===== src/rtl/linear_mem_pkg.sv =====
// linear_mem_pkg: shared types and helpers for the linear_mem data memory.
package linear_mem_pkg;
    typedef enum logic [1:0] {IDLE = 2'd0, WRITE = 2'd1, DONE = 2'd2} wr_state_t;
    localparam int BYTE_W = 8;
    function automatic int access_len(input int extra);
        return extra + 1;
    endfunction
endpackage


===== src/rtl/linear_mem_if.sv =====
// linear_mem_if: load port plus byte-serial store handshake between cpu and linear_mem.
interface linear_mem_if
    import linear_mem_pkg::*;
#(
    parameter int AW = 5,
    parameter int DW = BYTE_W,
    parameter int EXTRA = 4
);
    logic [AW:0] addr, lower_bound, upper_bound, wr_addr;
    logic [EXTRA-1:0] extra, wr_extra;
    logic [(2**EXTRA)*DW-1:0] data, wr_data;
    logic error, wr_en, wr_busy, wr_done, wr_error;
    modport master (
        output addr, extra, lower_bound, upper_bound, wr_en, wr_addr, wr_extra, wr_data,
        input data, error, wr_busy, wr_done, wr_error
    );
    modport slave (
        input addr, extra, lower_bound, upper_bound, wr_en, wr_addr, wr_extra, wr_data,
        output data, error, wr_busy, wr_done, wr_error
    );
endinterface


===== src/rtl/mem_bounds_chk.sv =====
// mem_bounds_chk: flags an access [a, a+e] outside [lower, upper] or past the memory end.
module mem_bounds_chk #(
    parameter int AW = 5,
    parameter int EXTRA = 4
) (
    input  logic [AW:0]      a,
    input  logic [EXTRA-1:0] e,
    input  logic [AW:0]      lower,
    input  logic [AW:0]      upper,
    output logic             viol
);
    logic [AW+1:0] last;
    always_comb begin
        last = {1'b0, a} + (AW+2)'(e);
        viol = a < lower || last > {1'b0, upper} || last >= (AW+2)'(2**AW);
    end
endmodule


===== src/rtl/linear_mem.sv =====
// linear_mem: byte-addressed read/write linear memory with registered loads and a byte-serial store engine.
// Optional LINEAR_MEM_RO_GUARD_EN rejects stores starting below RO_LIMIT.
module linear_mem
    import linear_mem_pkg::*;
#(
    parameter int AW = 5,
    parameter int DW = BYTE_W,
    parameter int EXTRA = 4,
    parameter string INITFILE = ""
`ifdef LINEAR_MEM_RO_GUARD_EN
    , parameter int RO_LIMIT = 0
`endif
) (
    input logic clk,
    input logic reset,
    linear_mem_if.slave bus
);
    localparam int NB = 2**EXTRA;
    logic [DW-1:0] mem [2**AW];
    logic rd_viol, st_viol, st_rej;
    logic [NB*DW-1:0] rd_next, w_data;
    logic [AW:0] w_addr;
    logic [EXTRA-1:0] w_extra, cnt;
    wr_state_t state;
    mem_bounds_chk #(.AW(AW), .EXTRA(EXTRA)) u_rd_chk (
        .a(bus.addr), .e(bus.extra), .lower(bus.lower_bound), .upper(bus.upper_bound), .viol(rd_viol)
    );
    mem_bounds_chk #(.AW(AW), .EXTRA(EXTRA)) u_wr_chk (
        .a(bus.wr_addr), .e(bus.wr_extra), .lower(bus.lower_bound), .upper(bus.upper_bound), .viol(st_viol)
    );
`ifdef LINEAR_MEM_RO_GUARD_EN
    assign st_rej = st_viol || bus.wr_addr < (AW+1)'(RO_LIMIT);
`else
    assign st_rej = st_viol;
`endif
    always_comb begin
        for (int i = 0; i < NB; i++)
            rd_next[i*DW +: DW] = i < access_len(int'(bus.extra)) ? mem[AW'(int'(bus.addr) + i)] : '0;
    end
    always_ff @(posedge clk) begin
        if (reset) begin
            bus.data  <= '0;
            bus.error <= 1'b0;
        end else begin
            bus.data  <= rd_viol ? '0 : rd_next;
            bus.error <= rd_viol;
        end
    end
    // Gated by reset so an aborted store leaves only the bytes committed before the abort.
    always_ff @(posedge clk) begin
        if (!reset && state == WRITE)
            mem[AW'(w_addr + (AW+1)'(cnt))] <= w_data[int'(cnt)*DW +: DW];
    end
    always_ff @(posedge clk) begin
        if (reset) begin
            state        <= IDLE;
            cnt          <= '0;
            bus.wr_busy  <= 1'b0;
            bus.wr_done  <= 1'b0;
            bus.wr_error <= 1'b0;
        end else begin
            case (state)
                IDLE: if (bus.wr_en) begin
                    w_addr       <= bus.wr_addr;
                    w_extra      <= bus.wr_extra;
                    w_data       <= bus.wr_data;
                    cnt          <= '0;
                    state        <= st_rej ? DONE : WRITE;
                    bus.wr_busy  <= !st_rej;
                    bus.wr_done  <= st_rej;
                    bus.wr_error <= st_rej;
                end
                WRITE: begin
                    cnt <= cnt + 1'b1;
                    if (cnt == w_extra) begin
                        state       <= DONE;
                        bus.wr_busy <= 1'b0;
                        bus.wr_done <= 1'b1;
                    end
                end
                default: begin
                    state        <= IDLE;
                    bus.wr_done  <= 1'b0;
                    bus.wr_error <= 1'b0;
                end
            endcase
        end
    end
endmodule

===== src/flat_wrapper.sv =====
// flat-port wrapper written by rule: the top's interface ports become plain ports
module linear_mem_flat import linear_mem_pkg::*;
#(
    parameter int AW = 5,
    parameter int DW = BYTE_W,
    parameter int EXTRA = 4,
    parameter string INITFILE = ""

)
  (clk, reset, bus_addr, bus_extra, bus_lower_bound, bus_upper_bound, bus_wr_en, bus_wr_addr, bus_wr_extra, bus_wr_data, bus_data, bus_error, bus_wr_busy, bus_wr_done, bus_wr_error);
  linear_mem_if #(.AW(AW), .DW(DW), .EXTRA(EXTRA)) bus_i ();
  input logic clk;
  input logic reset;
  input wire logic [$bits(bus_i.addr)-1:0] bus_addr;
  input wire logic [$bits(bus_i.extra)-1:0] bus_extra;
  input wire logic [$bits(bus_i.lower_bound)-1:0] bus_lower_bound;
  input wire logic [$bits(bus_i.upper_bound)-1:0] bus_upper_bound;
  input wire logic [$bits(bus_i.wr_en)-1:0] bus_wr_en;
  input wire logic [$bits(bus_i.wr_addr)-1:0] bus_wr_addr;
  input wire logic [$bits(bus_i.wr_extra)-1:0] bus_wr_extra;
  input wire logic [$bits(bus_i.wr_data)-1:0] bus_wr_data;
  output wire logic [$bits(bus_i.data)-1:0] bus_data;
  output wire logic [$bits(bus_i.error)-1:0] bus_error;
  output wire logic [$bits(bus_i.wr_busy)-1:0] bus_wr_busy;
  output wire logic [$bits(bus_i.wr_done)-1:0] bus_wr_done;
  output wire logic [$bits(bus_i.wr_error)-1:0] bus_wr_error;
  assign bus_i.addr = bus_addr;
  assign bus_i.extra = bus_extra;
  assign bus_i.lower_bound = bus_lower_bound;
  assign bus_i.upper_bound = bus_upper_bound;
  assign bus_i.wr_en = bus_wr_en;
  assign bus_i.wr_addr = bus_wr_addr;
  assign bus_i.wr_extra = bus_wr_extra;
  assign bus_i.wr_data = bus_wr_data;
  assign bus_data = bus_i.data;
  assign bus_error = bus_i.error;
  assign bus_wr_busy = bus_i.wr_busy;
  assign bus_wr_done = bus_i.wr_done;
  assign bus_wr_error = bus_i.wr_error;
  linear_mem #(.AW(AW), .DW(DW), .EXTRA(EXTRA), .INITFILE(INITFILE)) u_core (.clk(clk), .reset(reset), .bus(bus_i));
endmodule

===== config.mk =====
export PLATFORM = sky130hd
export DESIGN_NAME = linear_mem_flat
export DESIGN_NICKNAME = d
export VERILOG_FILES = /design/src/rtl/linear_mem_pkg.sv /design/src/rtl/linear_mem_if.sv /design/src/rtl/mem_bounds_chk.sv /design/src/rtl/linear_mem.sv /design/src/flat_wrapper.sv
export SDC_FILE = /design/constraint.sdc
export NUM_CORES = 1
export LEC_CHECK = 0
export CORE_UTILIZATION = 52
export CTS_BUF_LIST = sky130_fd_sc_hd__clkbuf_8
export CTS_CLUSTER_SIZE = 24
export DETAILED_ROUTE_END_ITERATION = 6
export GPL_TIMING_DRIVEN = 0
export PLACE_DENSITY = 0.74
export SYNTH_ARGS = -nofsm -noshare
export SYNTH_HDL_FRONTEND = slang
export SYNTH_SLANG_ARGS = --single-unit

===== constraint.sdc =====
create_clock -name clk -period 4.7 [get_ports clk]
set_input_delay 0.47 -clock clk [delete_from_list [all_inputs] [get_ports clk]]
set_output_delay 0.47 -clock clk [all_outputs]
set_load 0.05 [all_outputs]

==> results summary <==
The flow ran to the end, but the final reports show violations. The checks that failed: DRC, setup timing. The via count of the first global-routing pass came to 22700. The largest stage delay on the critical path came out at 0.63 ns. The later-pin clock latency in the skew report came out at 0.74 ns. The floorplan die area is just under 0.06 sq mm. The path with the worst hold slack has its endpoint at u_core.w_data[87]. The total wire length is roughly 130000 microns. The most common cell in the synthesized netlist is edfxtp_1. The clock sink count came out at 530. After floorplanning, the core was sized to cover about 0.057 sq mm.

The gate count after technology mapping is 2146. met2 is the most crowded layer. The number of nets produced by synthesis is 2360. In the synthesized netlist the async set-or-reset flop fraction comes to 0%.

The max-slew violation count is 0. The initial antenna violation count came to 12. The count of input and output buffers is 294. Among all flip-flop cells after synthesis, the most frequent one is edfxtp_1. The number of placed I/O pins is 295. The global-route wire length before repair is between 150000 and 200000 microns. The post-layout net count came out at roughly 2700. On the critical path the largest part of the delay comes from buffers and inverters. Setup repair after global routing left no endpoint under its margin. The first routing iteration left 4143 violations. Counting both buffers and inverters, the worst setup path holds a total of 10. By count the netlist is led by edfxtp_1, mux4_2, nand2_1. The synthesized area is 0.0301 sq mm. The instance count after placement with tap cells included came out at 3197. The detailed-route wire length per cell is 38.4 microns. By startpoint and endpoint, the worst setup path is classified as in -> reg. The H-tree was split into 3 levels. Entering global routing, the biggest net connects 109 pins. The fmax is 0.208 GHz. TritonCTS built the clock tree. The post-CTS setup repair buffer count came out at 0.

The setup skew after layout is 0.0481 ns. For the final routed database, the setup TNS stands at -0.190 ns. The startpoint identified for the worst hold timing path is bus_wr_data[87].

Global routing used 22.7% of the available met3 tracks. The endpoint identified for the worst register-to-register timing path is u_core.mem[25][4]. After synthesis, the mean cell area works out to 14.0 sq um.

The final cell count without fillers came out at 3360. The global placer's final weighted congestion came out at 1.09. The worst path in the final design needs a cycle of between 4 and 5 ns, including I/O delays and setup. The path class of the tightest hold or removal check is in -> reg. The relative area change from synthesis to final layout came out at 19.5%.

After layout, the worst setup slack is -0.0985 ns. The kind of capture point of the worst setup path is a register. The Yosys warning count is 0. The number of synthesized flops with an enable pin came out at 393.

The length of the first detailed-routing pass in iterations came out at 7. The cell count of the worst reg-to-reg path is 4. By area the synthesized netlist is led by edfxtp_1, mux4_2, dfxtp_1. The vias after detailed routing is ~24000. The signal on the critical path passes through clkdlybuf4s50_1, buf_6, buf_6, buf_6, buf_4, clkbuf_4, inv_1, ha_1, buf_2, buf_4, clkbuf_4, mux4_2, mux2i_1, a22oi_1, nand2_1, nor3_1. The die is 243 microns wide. The pin slew with the least headroom to its limit is 1.25 ns.

The clock-pin slew of the registers on the worst-case setup and hold paths is 0.06 ns. The effective utilization at floorplan came out at between 50% and 60%. From bottom edge to top edge, the die measures 243 microns. After floorplanning, the core was divided into 87 placement rows. In this run the static leakage power is 0.0127 uW. Dividing total power by cell area gives a power density of 338 mW/mm^2.

After synthesis, the largest area contributor takes up 39.2% of total cell area. The total overflow left after global routing is 0. The most numerous cell type found on the critical path is buf_6.

The worst-case clock buffer depth came out at 3. After clock tree synthesis, the repair step resized 21 gates. VDD sags by at most 0.000315 V. In this run the worst path has a maximum fanout of 10.

Once detail routing completed, the nets flagged for antenna violations numbered 0. The worst setup path is launched from an input port. The register bit total from synthesis came out at 530. Data arrives at the worst endpoint at between 5 and 6 ns.

The HPWL reported at the end of detailed placement is between 100000 and 150000 microns. The tree is rooted in a clkbuf_8. After layout, the worst path uses 102% of the clock period. The count of hold-fix buffers inserted at cts came out at 0.

Yosys mapped the design onto 56 distinct sky130hd cell types. The number of design rule violations left after detail routing came out at 20. The CTS buffer count is 87. In this run the critical register-to-register path is launched from u_core.w_addr[0].

Across the run, the number of max-cap violations was 0. At the worst endpoint, the required time is 5.25 ns. Using the TritonRoute via totals, the vias-per-cell ratio works out to 7.20. The cell depth of the worst min-delay path came out at 1. Global routing consumed, on the met1 layer, around 53% of the routing resources.

The layout cell share with drive strength beyond 1 is 23.5%. The sequential-to-total area share from yosys stat is 48.3%. The overall routing resource usage is 43.6%. The met2 global-route usage is 60.8%. The final setup violation count is 5. The largest total area in the synthesized netlist belongs to edfxtp_1. Setup slack on the worst reg-to-reg path comes out at between 1 and 1.5 ns.

The highest-delay cell along the critical path is clkdlybuf4s50_1. The relative slew slack is 16.4%. The number of failing hold endpoints at the final stage was 0.
-- per-stage QoR --
stage	utilization (%)	power [uW]	hold slack [ns]	setup slack (ns)	instance area, sq um
finish	63.3	12200	0.312	-0.0985	36000
global route	63.3	12400	0.298	0.0203	36000
CTS	63.2	12000	0.289	0.000922	35900
detailed placement	59.9	7810	0.550	-1.64	34000
global placement	59.8	7810	0.544	-1.64	34000
floorplan	-	6790	0.491	0.636	30100
-- state kept, by name, indices dropped and copies added, names as in the netlist --
signal / flops
u_core.mem: 256
u_core.w_extra: 4
u_core.w_addr: 5
u_core.cnt: 4
u_core.bus.error: 1
u_core.w_data: 128
u_core.bus.data: 128
u_core.bus.wr_error: 1
u_core.state: 2
u_core.bus.wr_busy: 1
-- worst max-delay path by stage --
stage	startpoint	endpoint	cells past startpoint	slack, ns
2_1_floorplan	u_core.state[1]	u_core.w_addr[0]	3	0.64
6_report	bus_addr[0]	u_core.bus.data[73]	16	-0.1
3_5_place_dp	bus_addr[1]	u_core.bus.data[79]	15	-1.64
3_3_place_gp	bus_addr[1]	u_core.bus.data[79]	15	-1.64
4_1_cts	bus_addr[0]	u_core.bus.data[77]	16	0.0009
5_1_grt	bus_addr[0]	u_core.bus.data[75]	16	0.02
-- power breakdown --
group	switching [uW]	internal, uW	leakage, uW	total, uW
registers	28.8	5130	0.00468	5160
clock network	2010	2270	0.00100	4280
logic	1740	975	0.00703	2710
total	3780	8380	0.0127	12200
-- cells by family (layout without fill, tap and decap cells) --
logic type / after synthesis / after routing / share of synthesized area, %
muxes: 521 / 521 / 30.1
other: 0 / 7 / 0
AOI/OAI and AO/OA: 315 / 315 / 7.58
adders and majority gates: 51 / 51 / 2.19
xor gates and xnor gates: 59 / 59 / 1.74
buffers and inverters: 156 / 607 / 2.57
and+or+nand+nor: 514 / 514 / 7.50
DFF: 530 / 530 / 48.3
-- metal layers --
metal	share of wire [%]	up-vias
met5	0.0062	-
met4	7.7	2
met3	17	462
met2	41	2240
met1	34	11900
li1	-	9537
-- worst reg2reg max path, delay by kind of cell, from the launching register on --
kind | cells | cell delay (ns)
fa+ha+maj | 2 | 0.72
flops | 1 | 0.40
simple gates | 2 | 1.87
-- cells in the final DEF, fill, tap and decap left out, drive strengths merged, types with 71 or more instances in the layout --
| cell | instances |
|---|---|
| dfxtp | 137 |
| clkdlybuf4s50 | 293 |
| nor3 | 86 |
| mux4 | 301 |
| clkbuf | 147 |
| o22ai | 71 |
| a22oi | 86 |
| edfxtp | 393 |
| buf | 86 |
| mux2i | 150 |
| nor2 | 119 |
| nand2 | 230 |
-- area by class of cell --
| type | instances | area (sq um) |
|---|---|---|
| Buffer | 131 | 724 |
| Clock inverter | 56 | 444 |
| Clock buffer | 101 | 1390 |
| Multi-Input combinational cell | 1460 | 14800 |
| Antenna cell | 7 | 17.5 |
| Inverter | 24 | 95.1 |
| Sequential cell | 530 | 14500 |
| Tap cell | 756 | 946 |
| Fill cell | 4225 | 20900 |
| Timing Repair Buffer | 295 | 2970 |
Note: power is estimated with default switching activity, not from simulation.
